--- src/rtl/adder_pkg.sv ---
// Shared definitions for the adder family: FSM state encoding and the
// default operand width used by serial and future parallel adders.
package adder_pkg;

    localparam logic [1:0] ST_IDLE = 2'd0;
    localparam logic [1:0] ST_ADD  = 2'd1;
    localparam logic [1:0] ST_DONE = 2'd2;

    localparam int ADDER_WIDTH = 8;

    typedef enum logic [1:0] {
        S_IDLE = ST_IDLE,
        S_ADD  = ST_ADD,
        S_DONE = ST_DONE
    } adder_state_t;

endpackage

--- src/rtl/full_adder.sv ---
// One-bit full adder built from two half_adder cells; the two partial
// carries can never both be set, so a plain OR merges them.
module full_adder (
    input  logic a,
    input  logic b,
    input  logic cin,
    output logic sum,
    output logic cout
);

    logic s1;
    logic c1;
    logic c2;

    half_adder u_ha0 (
        .a    (a),
        .b    (b),
        .sum  (s1),
        .cout (c1)
    );

    half_adder u_ha1 (
        .a    (s1),
        .b    (cin),
        .sum  (sum),
        .cout (c2)
    );

    assign cout = c1 | c2;

endmodule

--- src/rtl/half_adder.sv ---
// Existing one-bit half adder cell of the adder family.
module half_adder (
    input  logic a,
    input  logic b,
    output logic sum,
    output logic cout
);

    assign sum  = a ^ b;
    assign cout = a & b;

endmodule

--- src/rtl/serial_adder.sv ---
// Bit-serial unsigned adder: one full-adder slice, LSB first, one bit per
// clock, producing {cout,sum} = a + b after WIDTH cycles of ADD.
module serial_adder
    import adder_pkg::*;
#(
    parameter int WIDTH = ADDER_WIDTH,
    parameter int CNT_W = $clog2(WIDTH)
) (
    input  logic             clk,
    input  logic             rst_n,
    input  logic             start,
    input  logic [WIDTH-1:0] a,
    input  logic [WIDTH-1:0] b,
    output logic             busy,
    output logic             done,
    output logic [WIDTH-1:0] sum,
    output logic             cout
);

    // Handshake: start is sampled only in IDLE or DONE; an accepted start
    // captures a/b on that edge. done pulses for one cycle when sum/cout
    // become valid, and they then hold until the next completion.
    adder_state_t     state;
    logic [WIDTH-1:0] sa;
    logic [WIDTH-1:0] sb;
    logic [WIDTH-1:0] sr;
    logic             carry;
    logic [CNT_W-1:0] cnt;
    logic             fa_s;
    logic             fa_c;

    full_adder u_fa (
        .a    (sa[0]),
        .b    (sb[0]),
        .cin  (carry),
        .sum  (fa_s),
        .cout (fa_c)
    );

    always_ff @(posedge clk or negedge rst_n) begin
        if (!rst_n) begin
            state <= S_IDLE;
            sa    <= '0;
            sb    <= '0;
            sr    <= '0;
            carry <= 1'b0;
            cnt   <= '0;
            busy  <= 1'b0;
            done  <= 1'b0;
            sum   <= '0;
            cout  <= 1'b0;
        end else begin
            case (state)
                S_IDLE, S_DONE: begin
                    done <= 1'b0;
                    if (start) begin
                        sa    <= a;
                        sb    <= b;
                        carry <= 1'b0;
                        cnt   <= '0;
                        busy  <= 1'b1;
                        state <= S_ADD;
                    end else begin
                        state <= S_IDLE;
                    end
                end
                S_ADD: begin
                    sr    <= {fa_s, sr[WIDTH-1:1]};
                    sa    <= sa >> 1;
                    sb    <= sb >> 1;
                    carry <= fa_c;
                    cnt   <= cnt + CNT_W'(1);
                    // Last bit: publish the result built from this cycle's slice output.
                    if (cnt == CNT_W'(WIDTH - 1)) begin
                        sum   <= {fa_s, sr[WIDTH-1:1]};
                        cout  <= fa_c;
                        busy  <= 1'b0;
                        done  <= 1'b1;
                        state <= S_DONE;
                    end
                end
                default: begin
                    busy  <= 1'b0;
                    done  <= 1'b0;
                    state <= S_IDLE;
                end
            endcase
        end
    end

endmodule

--- config.mk ---
export PLATFORM = sky130hd
export DESIGN_NAME = serial_adder
export DESIGN_NICKNAME = d
export VERILOG_FILES = /design/src/rtl/adder_pkg.sv /design/src/rtl/full_adder.sv /design/src/rtl/half_adder.sv /design/src/rtl/serial_adder.sv
export SDC_FILE = /design/constraint.sdc
export NUM_CORES = 1
export LEC_CHECK = 0
export BUFFER_PORTS_ARGS = -buffer_cell sky130_fd_sc_hd__buf_4
export CAP_MARGIN = 30
export CORE_ASPECT_RATIO = 0.6
export CORE_UTILIZATION = 40
export DETAILED_ROUTE_END_ITERATION = 8
export GPL_TIMING_DRIVEN = 0
export SLEW_MARGIN = 25
export SYNTH_ARGS = -nofsm -noshare
export SYNTH_HDL_FRONTEND = slang
export SYNTH_SLANG_ARGS = --single-unit
--- constraint.sdc ---
create_clock -name clk -period 2.3 [get_ports clk]
set_input_delay 0 -clock clk [delete_from_list [all_inputs] [get_ports clk]]
set_output_delay 0 -clock clk [all_outputs]
set_load 0.01 [all_outputs]
Yosys cells after proc, flatten, opt, wreduce, memory -nomap -nowiden --
Index checks and enable logic that the tools add are counted.
Storage, ports and cells: register bits 41, output and inout bits 11, word-level logic and storage cells 43
Operators by class: add/sub/neg operators 1, eq/ne operators 5, mux-type cells 16, bitwise operators 5, reduce and logical (&&, ||, !) cells 6
Operator list (count):
- one-hot mux 8 bit (2 select lines) | 2
- two-way mux 8 bit | 2
- two-way mux 1 bit | 6
- one-hot mux 3 bit (2 select lines) | 1
- AND reduction 2 bit | 3
- inequality test 2 bit, second input constant | 2
- one-hot mux 1 bit (2 select lines) | 2
- one-hot mux 2 bit (2 select lines) | 1
- adder 3 x 1 -> 3 bit, second input constant | 1
- equality test 3 bit, second input constant | 1
- two-way mux 3 bit | 1
- bitwise AND 1 bit | 2
- equality test 2 x 1 -> 1 bit, second input constant | 1
- equality test 2 bit, second input constant | 1
- logical NOT 2 bit | 1
- two-way mux 2 bit | 1
- nonzero test 2 bit | 1
- OR reduction 2 bit | 1
- XOR 1 bit | 2
- OR 1 bit | 1

Longest topological paths before layout --
Gate-level depths: netlist of run 1.
depth in word-level cells 4, depth in mapped cells 5, mapped depth without buffers 5

By module --
A second synthesis of run 1 with hierarchy kept.
Unflattened totals: cells, all modules 134, area, all modules 1863.0 um2
By module, submodules not included:
- serial_adder | instances 1, cells an instance 131, area an instance 1831.8 um2, sequential area each 975.9 um2
- half_adder | instances 2, cells an instance 1, area an instance 12.5 um2, sequential area each 0.0 um2
- full_adder | instances 1, cells an instance 1, area an instance 6.3 um2, sequential area each 0.0 um2

Least setup slack after synthesis of run 1 --
OpenSTA, ideal clock, no wires.
path kind register -> register, start point register cnt[0], end point register cnt[2], setup time 121 ps, arrival time 1232 ps, required time 2179 ps, path slack 947 ps, cell stages (with the launch flop) 5, buffers on the path 0, clock period less this slack 1353 ps, path through dfrtp_1 ha_1 ha_1 mux2_2 a22o_1
On the way: longest elaborated chain between the ends 2
Ends and longest elaborated chain:
- start: declaration | RTL line serial_adder.sv:28 | logic [CNT_W-1:0] cnt;
- start signal: assignment | RTL line serial_adder.sv:72 | cnt <= cnt + CNT_W'(1);
- adder 3 x 1 -> 3 bit | RTL line serial_adder.sv:72
- one-hot mux 3 bit (2 select lines) | RTL line serial_adder.sv:53 | case (state)
Every way passes these cells. A chain may end at the register's enable or synchronous reset.

Final worst setup path of run 1 --
start point register cnt[0], end point register sum[3]
On the way: longest elaborated chain between the ends 2
Ends and longest elaborated chain:
- equality test 3 bit | RTL line serial_adder.sv:74 | if (cnt == CNT_W'(WIDTH - 1)) begin
- AND reduction 2 bit (no line)
- end signal: assignment | RTL line serial_adder.sv:75 | sum <= {fa_s, sr[WIDTH-1:1]};
- end: declaration | RTL line serial_adder.sv:16 | output logic [WIDTH-1:0] sum,
Every way passes these cells.

==> out/metrics.json, run 1 <==
{
  "synth_cell_type_count": {"value": 25},
  "min_path_cells": {"value": 3},
  "grt_pass1_wl": {"value": 6110, "unit": "um"},
  "vias": {"value": 1333},
  "synth-seq-area-share": {"value": 54.6, "unit": "%"},
  "cts_inserted_buffers": {"value": 5},
  "total_power": {"value": 0.00281, "unit": "W"},
  "yosysTopAreaCell": {"value": "sky130_fd_sc_hd__dfrtp_1"},
  "critical_path.slowest_cell": {"value": "sky130_fd_sc_hd__dfrtp_1"},
  "detail_route.iter0.violations": {"value": 59},
  "synthesis.instances": {"value": 160},
  "clock_tree_from_tritoncts": {"value": "built"},
  "cts_repair_resize_count": {"value": 0},
  "worstPathCellList": {"value": "ha_1 -> ha_1 -> nand2_4 -> mux2_1"},
  "synthesis.nets": {"value": 182},
  "worstSkewPairLatency": {"value": 280, "unit": "ps"},
  "timing.final.crit_share": {"value": 64.1, "unit": "%"},
  "clockRootBuffer": {"value": "sky130_fd_sc_hd__clkbuf_8"},
  "vdd_drop_max": {"value": 0.463, "unit": "mV"},
  "gr-total-overflow": {"value": 0},
  "ant_nets": {"value": 0},
  "antenna_found_initial": {"value": 0},
  "largest_net_degree_at_the_start_of_global_routing": {"value": 40},
  "reg2reg_setup_slack": {"value": 830, "unit": "ps"},
  "worstReg2RegEnd": {"value": "sum[3]$_DFFE_PN0P_"},
  "holdPathEnd": {"value": "sa[7]$_DFFE_PN0P_"},
  "yosys_warnings": {"value": 0},
  "clock_tree.buffer_depth": {"value": 2},
  "dp.final_hpwl": {"value": 2660, "unit": "um"},
  "highest_net_fanout_along_the_worst_path": {"value": 10},
  "syn_area": {"value": 1790, "unit": "um2"},
  "post_synth.cell_area_avg": {"value": 11.2, "unit": "um2"},
  "postCtsSetupBuffers": {"value": 0},
  "critical-path-top-delay-family": {"value": "adder cells"},
  "drt-wirelength-per-cell": {"value": 14.0, "unit": "um"},
  "layout_commonest_cell": {"value": "sky130_fd_sc_hd__dfrtp_1"},
  "cp.arrival": {"value": 1640, "unit": "ps"},
  "crit-reg2reg-launch": {"value": "cnt[0]$_DFFE_PN0P_"},
  "pre_cts_slack": {"value": 836, "unit": "ps"},
  "max_stage_delay": {"value": 400, "unit": "ps"},
  "wirelength": {"value": 3750, "unit": "um"},
  "timing.final.max_slew_violations": {"value": 0},
  "timing.reg2reg.worst_path_depth": {"value": 4},
  "post_drt_via_cell_ratio": {"value": 4.99},
  "most-common-layout-cells": {"value": "sky130_fd_sc_hd__dfrtp_1 (39), sky130_fd_sc_hd__buf_4 (32), sky130_fd_sc_hd__nand2_1 (26), sky130_fd_sc_hd__mux2i_1 (12), sky130_fd_sc_hd__nor2b_1 (11)"},
  "die_w": {"value": 88.3, "unit": "um"},
  "fmaxAchievable": {"value": 679, "unit": "MHz"},
  "timing.critical_path.buf_inv": {"value": 0},
  "clkTransAtPathRegs": {"value": 70, "unit": "ps"},
  "setup.worst_path.class": {"value": "reg -> reg"},
  "finalSetupTns": {"value": 0, "unit": "ps"},
  "core_area": {"value": 4190, "unit": "um2"},
  "gp_routability_congestion": {"value": 0.768},
  "fin_hold_ws": {"value": 8.07, "unit": "ps"},
  "ctsHoldBuffers": {"value": 10},
  "unrepaired_setup_endpoints_after_global_routing": {"value": "false"},
  "hold_class": {"value": "in -> reg"},
  "num_io_pins": {"value": 30},
  "timing.critical_path.from": {"value": "cnt[0]$_DFFE_PN0P_"},
  "initial_utilization": {"value": 42.7, "unit": "%"},
  "cts.htree.levels": {"value": 2},
  "final_cell_count_no_fill": {"value": 267},
  "finalWorstSetupSlack": {"value": 827, "unit": "ps"},
  "netlist_top_cells_area": {"value": "sky130_fd_sc_hd__dfrtp_1 (55%), sky130_fd_sc_hd__mux2i_1 (6.7%), sky130_fd_sc_hd__mux2_1 (5.7%), sky130_fd_sc_hd__nand2_1 (5.5%), sky130_fd_sc_hd__a211oi_1 (4.2%)"},
  "die_y": {"value": 53.8, "unit": "um"},
  "post-route-drc-count": {"value": 0},
  "setup_viol": {"value": 0},
  "fin_crit": {"value": 1470, "unit": "ps"},
  "critPathRequiredTime": {"value": 2470, "unit": "ps"},
  "first_global_vias": {"value": 1272},
  "finish.net_count": {"value": 228},
  "rows": {"value": 18},
  "ys_seq_elements": {"value": 39},
  "synth_top_area_share": {"value": 54.6, "unit": "%"},
  "grtUsageTotal": {"value": 17.5, "unit": "%"},
  "clock-sinks": {"value": 39},
  "floorplan.die_area": {"value": 4750, "unit": "um2"},
  "detail_route.first_pass.iterations": {"value": 5},
  "placed_cells": {"value": 249},
  "area_growth": {"value": 26.7, "unit": "%"},
  "crit_path_start_kind": {"value": "flip-flop"},
  "drive_above_1_share": {"value": 24.2, "unit": "%"},
  "timing_worst_slew_pin_value": {"value": 485, "unit": "ps"},
  "worst_skew": {"value": 6.33, "unit": "ps"},
  "powerDensity": {"value": 1240, "unit": "nW/um2"},
  "end_kind": {"value": "flip-flop"},
  "timing.max_slew.rel_slack": {"value": 67.7, "unit": "%"},
  "min-delay-start": {"value": "a[7]"},
  "worst_path_most_repeated_cell": {"value": "sky130_fd_sc_hd__ha_1"},
  "status": {"value": "finished, final reports clean"},
  "finalHoldViolCount": {"value": 0},
  "io_buffers": {"value": 29},
  "leakagePower": {"value": 1.06, "unit": "nW"},
  "num_antenna_cells": {"value": 0},
  "max-cap-violations": {"value": 0}
}
==> flip-flops by register name (all words and copies together), names as in the netlist <==
register / count
done: 1
cout: 1
carry: 1
state: 1
cnt: 3
busy: 1
sr: 7
sa: 8
sb: 8
sum: 8
==> report_power, final <==
group / leakage (nW) / internal [W] / switching [W]
clock: 0.0477 / 0.000208 / 0.000236
sequential: 0.476 / 0.00101 / 0.000231
combinational: 0.536 / 0.000567 / 0.000556
total: 1.06 / 0.00179 / 0.00102
==> metrics by stage <==
stage | utilization (%) | area (um2)
after floorplan | - | 1790
after global placement | 49.7 | 2080
after detailed placement | 49.7 | 2080
after CTS | 54.1 | 2260
after global routing | 54.1 | 2260
final | 54.1 | 2260
==> metal layers <==
layer / GRT usage, % / part of all wire (%) / vias up / routed length [um]
met3: 4.60 / 4.1 / 0 / 155
met1: 25.4 / 52 / 651 / 1960
li1: - / - / 657 / -
met5: 0 / 0 / - / 0
met2: 26.5 / 44 / 25 / 1630
met4: 3.23 / 0 / 0 / 0
==> cells by family (layout without fill, tap and decap cells) <==
family,count (synthesis),count (layout),share of synthesized area (%)
AND/OR/NAND/NOR,53,53,14.4
flip-flops,39,39,54.6
AO/OA/AOI/OAI,31,31,11.1
multiplexers,24,24,14.3
buffers and inverters,10,57,3.08
adder cells (fa/ha/maj),3,3,2.52
==> cell type report <==
type | count | area, um2
clock buffers | 5 | 68.8
multi-input cells | 111 | 757
inverters | 1 | 3.75
well taps | 60 | 75.1
clock inverters | 3 | 15.0
plain buffers | 9 | 51.3
repair buffers | 39 | 318
flip-flops and latches | 39 | 976
fillers | 385 | 1920
==> cells in the mapped netlist <==
cell type                  instances
sky130_fd_sc_hd__dfrtp_1          39
sky130_fd_sc_hd__nand2_1          26
sky130_fd_sc_hd__mux2i_1          12
sky130_fd_sc_hd__nor2b_1          11
sky130_fd_sc_hd__a211oi_1         10
sky130_fd_sc_hd__a21oi_1          10
sky130_fd_sc_hd__mux2_1            9
sky130_fd_sc_hd__buf_2             5
sky130_fd_sc_hd__nand3_1           5
sky130_fd_sc_hd__nor2_1            5
sky130_fd_sc_hd__a22o_1            3
sky130_fd_sc_hd__buf_4             3
sky130_fd_sc_hd__mux2_2            3
sky130_fd_sc_hd__o21ai_0           3
sky130_fd_sc_hd__a22oi_1           2
sky130_fd_sc_hd__ha_1              2
sky130_fd_sc_hd__nand2b_1          2
sky130_fd_sc_hd__nor3_1            2
sky130_fd_sc_hd__o22ai_1           2
sky130_fd_sc_hd__clkbuf_1          1
sky130_fd_sc_hd__fa_1              1
sky130_fd_sc_hd__inv_1             1
sky130_fd_sc_hd__nand2_4           1
sky130_fd_sc_hd__nor2b_4           1
sky130_fd_sc_hd__o21ai_1           1
==> worst max path at each step <==
stage,end,slack (ps),cells past startpoint
after global placement,sum[3]$_DFFE_PN0P_,850,4
after CTS,sum[3]$_DFFE_PN0P_,820,4
after detailed placement,sum[3]$_DFFE_PN0P_,840,4
after floorplan,cnt[2]$_DFFE_PN0P_,950,4
final,sum[3]$_DFFE_PN0P_,830,4
after global routing,sum[0]$_DFFE_PN0P_,750,4
==> worst register-to-register path, cell delays in order (launching register included) <==
cell and delay [ps]:
sky130_fd_sc_hd__dfrtp_1 400, sky130_fd_sc_hd__ha_1 210, sky130_fd_sc_hd__ha_1 240, sky130_fd_sc_hd__nand2_4 160, sky130_fd_sc_hd__mux2_1 340
(Power assumes the default switching activity.)
==> run 2: changes to the inputs <==
clock period = 1.2 ns   (was 2.3 ns; I/O delays follow)
==> run 2 against run 1 <==
The flow now finishes with violations (negative hold slack, negative setup slack). Via count increased by 5.4%. Sequential power rose by 95%. Cell area up 14%. First-iteration DRC count is 10% lower. Flip-flop and latch count unchanged. Critical path depth unchanged. Setup slack got worse by 980 ps. Sequential share of layout area down 5.3 points. Register-to-register slack worse by 980 ps.
==> out/metrics.json, run 2 (synthesized netlist as in run 1, its figures left out) <==
{
  "largest_net_degree_at_the_start_of_global_routing": {"value": 40, "change": "unchanged"},
  "core_area": {"value": 4190, "unit": "um2", "change": "unchanged"},
  "worstSkewPairLatency": {"value": 290, "unit": "ps", "change": "was 280 ps"},
  "cp.arrival": {"value": 1530, "unit": "ps", "change": "was 1640 ps"},
  "timing_worst_slew_pin_value": {"value": 519, "unit": "ps", "change": "was 485 ps"},
  "finalWorstSetupSlack": {"value": -158, "unit": "ps", "change": "was 827 ps"},
  "wire_length_on_met3": {"value": 120, "unit": "um", "change": "was 155 um"},
  "finalInstanceArea": {"value": 2580, "unit": "um2", "change": "was 2260 um2"},
  "met2RoutedLength": {"value": 1840, "unit": "um", "change": "was 1630 um"},
  "post_drt_via_cell_ratio": {"value": 4.98, "change": "was 4.99"},
  "setup_viol": {"value": 21, "change": "was 0"},
  "max-cap-violations": {"value": 0, "change": "unchanged"},
  "vias": {"value": 1405, "change": "was 1333"},
  "switchingPower": {"value": 0.00216, "unit": "W", "change": "was 0.00102 W"},
  "pre_cts_slack": {"value": -174, "unit": "ps", "change": "was 836 ps"},
  "sw_frac_of_total": {"value": 34.2, "unit": "%", "change": "was 36.4%"},
  "num_antenna_cells": {"value": 0, "change": "unchanged"},
  "grt_pass1_wl": {"value": 6460, "unit": "um", "change": "was 6110 um"},
  "initial_utilization": {"value": 42.7, "unit": "%", "change": "unchanged"},
  "leakagePower": {"value": 1.21, "unit": "nW", "change": "was 1.06 nW"},
  "clock_tree.buffer_depth": {"value": 2, "change": "unchanged"},
  "powerDensity": {"value": 2450, "unit": "nW/um2", "change": "was 1240 nW/um2"},
  "cts.htree.levels": {"value": 2, "change": "unchanged"},
  "finalSetupTns": {"value": -1830, "unit": "ps", "change": "was 0 ps"},
  "layout_commonest_cell": {"value": "sky130_fd_sc_hd__buf_4", "change": "was sky130_fd_sc_hd__dfrtp_1"},
  "clkTransAtPathRegs": {"value": 70, "unit": "ps", "change": "about the same"},
  "biggestRegsByFlops": {"value": "sa (8), sb (8), sum (8)", "change": "unchanged"},
  "pwr-share-comb": {"value": 43.9, "unit": "%", "change": "was 40.0%"},
  "finish.net_count": {"value": 243, "change": "was 228"},
  "worst_skew": {"value": 5.56, "unit": "ps", "change": "was 6.33 ps"},
  "first_global_vias": {"value": 1393, "change": "was 1272"},
  "most-common-layout-cells": {"value": "sky130_fd_sc_hd__buf_4 (40), sky130_fd_sc_hd__dfrtp_1 (38), sky130_fd_sc_hd__nand2_1 (26), sky130_fd_sc_hd__dlygate4sd3_1 (13), sky130_fd_sc_hd__mux2i_1 (12)", "change": "was sky130_fd_sc_hd__dfrtp_1 (39), sky130_fd_sc_hd__buf_4 (32), sky130_fd_sc_hd__nand2_1 (26), sky130_fd_sc_hd__mux2i_1 (12), sky130_fd_sc_hd__nor2b_1 (11)"},
  "wirelength": {"value": 4080, "unit": "um", "change": "was 3750 um"},
  "failed_checks": {"value": "negative hold slack, negative setup slack"},
  "route.top_layer_used": {"value": "met4", "change": "was met3"},
  "timing.final.max_slew_violations": {"value": 0, "change": "unchanged"},
  "share_clk_of_total_power": {"value": 17.9, "unit": "%", "change": "was 15.8%"},
  "area_growth": {"value": 44.6, "unit": "%", "change": "was 26.7%"},
  "antenna_found_initial": {"value": 0, "change": "unchanged"},
  "placed_area": {"value": 2150, "unit": "um2", "change": "was 2080 um2"},
  "clock_tree_from_tritoncts": {"value": "built", "change": "unchanged"},
  "status": {"value": "finished, violations left", "change": "was finished, final reports clean"},
  "hold_class": {"value": "in -> reg", "change": "unchanged"},
  "fmaxAchievable": {"value": 736, "unit": "MHz", "change": "was 679 MHz"},
  "detail_route.iter0.violations": {"value": 53, "change": "was 59"},
  "reg2reg_setup_slack": {"value": -160, "unit": "ps", "change": "was 830 ps"},
  "gp_routability_congestion": {"value": 0.775, "change": "was 0.768"},
  "vdd_drop_max": {"value": 1.02, "unit": "mV", "change": "was 0.463 mV"},
  "num_io_pins": {"value": 30, "change": "unchanged"},
  "crit_path_start_kind": {"value": "flip-flop", "change": "unchanged"},
  "ant_nets": {"value": 0, "change": "unchanged"},
  "rows": {"value": 18, "change": "unchanged"},
  "pwr-share-seq": {"value": 38.3, "unit": "%", "change": "was 44.2%"},
  "post-route-drc-count": {"value": 0, "change": "unchanged"},
  "floorplan.die_area": {"value": 4750, "unit": "um2", "change": "unchanged"},
  "total_power": {"value": 0.00633, "unit": "W", "change": "was 0.00281 W"},
  "final_cell_count_no_fill": {"value": 282, "change": "was 267"},
  "drive_above_1_share": {"value": 35.6, "unit": "%", "change": "was 24.2%"},
  "end_kind": {"value": "flip-flop", "change": "unchanged"},
  "detail_route.first_pass.iterations": {"value": 4, "change": "was 5"},
  "clockRootBuffer": {"value": "sky130_fd_sc_hd__clkbuf_8", "change": "unchanged"},
  "placed_cells": {"value": 249, "change": "unchanged"},
  "die_w": {"value": 88.3, "unit": "um", "change": "unchanged"},
  "io_buffers": {"value": 29, "change": "unchanged"},
  "gr-total-overflow": {"value": 0, "change": "unchanged"},
  "critPathRequiredTime": {"value": 1370, "unit": "ps", "change": "was 2470 ps"},
  "timing.final.crit_share": {"value": 113, "unit": "%", "change": "was 64.1%"},
  "drt-wirelength-per-cell": {"value": 14.5, "unit": "um", "change": "was 14.0 um"},
  "fin_hold_ws": {"value": -3.43, "unit": "ps", "change": "was 8.07 ps"},
  "finalHoldViolCount": {"value": 1, "change": "was 0"},
  "setup.worst_path.class": {"value": "reg -> reg", "change": "unchanged"},
  "drt-met1-wl": {"value": 2110, "unit": "um", "change": "was 1960 um"},
  "fin_crit": {"value": 1360, "unit": "ps", "change": "was 1470 ps"},
  "cellInternalPower": {"value": 0.00417, "unit": "W", "change": "was 0.00179 W"},
  "nFillCells": {"value": 350, "change": "was 385"},
  "die_y": {"value": 53.8, "unit": "um", "change": "unchanged"},
  "unrepaired_setup_endpoints_after_global_routing": {"value": "true", "change": "was false"},
  "cts_inserted_buffers": {"value": 5, "change": "unchanged"},
  "clock-sinks": {"value": 39, "change": "unchanged"},
  "timing.max_slew.rel_slack": {"value": 65.4, "unit": "%", "change": "was 67.7%"},
  "highest_net_fanout_along_the_worst_path": {"value": 2, "change": "was 10"},
  "dp.final_hpwl": {"value": 2640, "unit": "um", "change": "was 2660 um"},
  "grtUsageTotal": {"value": 19.1, "unit": "%", "change": "was 17.5%"}
}
run 2: changes by cell type in the layout (fill, tap and decap cells not counted), moves of 3 or more:
| cell | change |
|---|---|
| sky130_fd_sc_hd__buf_6 | +6 |
| sky130_fd_sc_hd__mux2_1 | -8 |
| sky130_fd_sc_hd__buf_4 | +8 |
| sky130_fd_sc_hd__mux2_4 | +10 |
| sky130_fd_sc_hd__buf_2 | -4 |
| sky130_fd_sc_hd__dlygate4sd3_1 | +3 |
| sky130_fd_sc_hd__o21ai_0 | -3 |
run 2: power groups by stage:
stage                     clock network [W]  logic (W)  registers (W)
after global routing                0.00122    0.00308        0.00251
after floorplan                           0    0.00163        0.00239
after detailed placement                  0    0.00238        0.00244
final                               0.00113    0.00278        0.00242
after global placement                    0    0.00228        0.00240
after CTS                           0.00115    0.00266        0.00241
run 2: routing by layer:
metal / vias to the layer above / global-route usage (%)
met5: - / 0
met1: 701 / 25.9
met2: 23 / 29.4
met3: 2 / 4.60
met4: 0 / 8.87
li1: 679 / -
run 2: cell type report:
class	instances	area, um2	area share (%)
tap	60	75.1	2.90
inverter	1	3.75	0.145
buffer	9	85.1	3.29
clock buffer	6	82.6	3.19
clock inverter	2	35.0	1.36
timing repair buffer	54	467	18.1
sequential	39	977	37.8
multi-input combinational	111	860	33.3
run 2: worst max-delay path, stage by stage (launching register included):
cell,delay (ps)
sky130_fd_sc_hd__dfrtp_1,420
sky130_fd_sc_hd__ha_4,180
sky130_fd_sc_hd__ha_4,200
sky130_fd_sc_hd__mux2_4,260
sky130_fd_sc_hd__a22o_1,190
run 2: path summary, 6_finish.rpt:
kind                                         start              endpoint  cells past startpoint
min in group asynchronous                    rst_n    sum[7]$_DFFE_PN0P_                      2
worst max register to register  cnt[1]$_DFFE_PN0P_    cnt[2]$_DFFE_PN0P_                      4
worst max-delay path            cnt[1]$_DFFE_PN0P_    cnt[2]$_DFFE_PN0P_                      4
worst min-delay path                          b[7]     sb[7]$_DFFE_PN0P_                      3
worst min register to register   sr[1]$_DFFE_PN0P_     sr[1]$_DFFE_PN0P_                      2
max in group asynchronous                    rst_n  state[0]$_DFFE_PN0P_                      2
run 2: what timing repair did:
action                                 in CTS  in global routing
gates resized for setup                     8                 16
setup buffers                               6                  5
endpoints found under the hold margin      50                  1
setup endpoints to repair                  33                 28
pin swaps                                   1                 10
cloned                                      0                  1
hold buffers                               12                  1
run 2: per-stage QoR:
| step | hold slack [ps] | util (%) |
|---|---|---|
| global placement | -4.57 | 51.4 |
| detailed placement | -2.53 | 51.4 |
| finish | -3.43 | 61.7 |
| CTS | 5.61 | 58.9 |
| floorplan | -296 | - |
| global route | 19.0 | 61.7 |
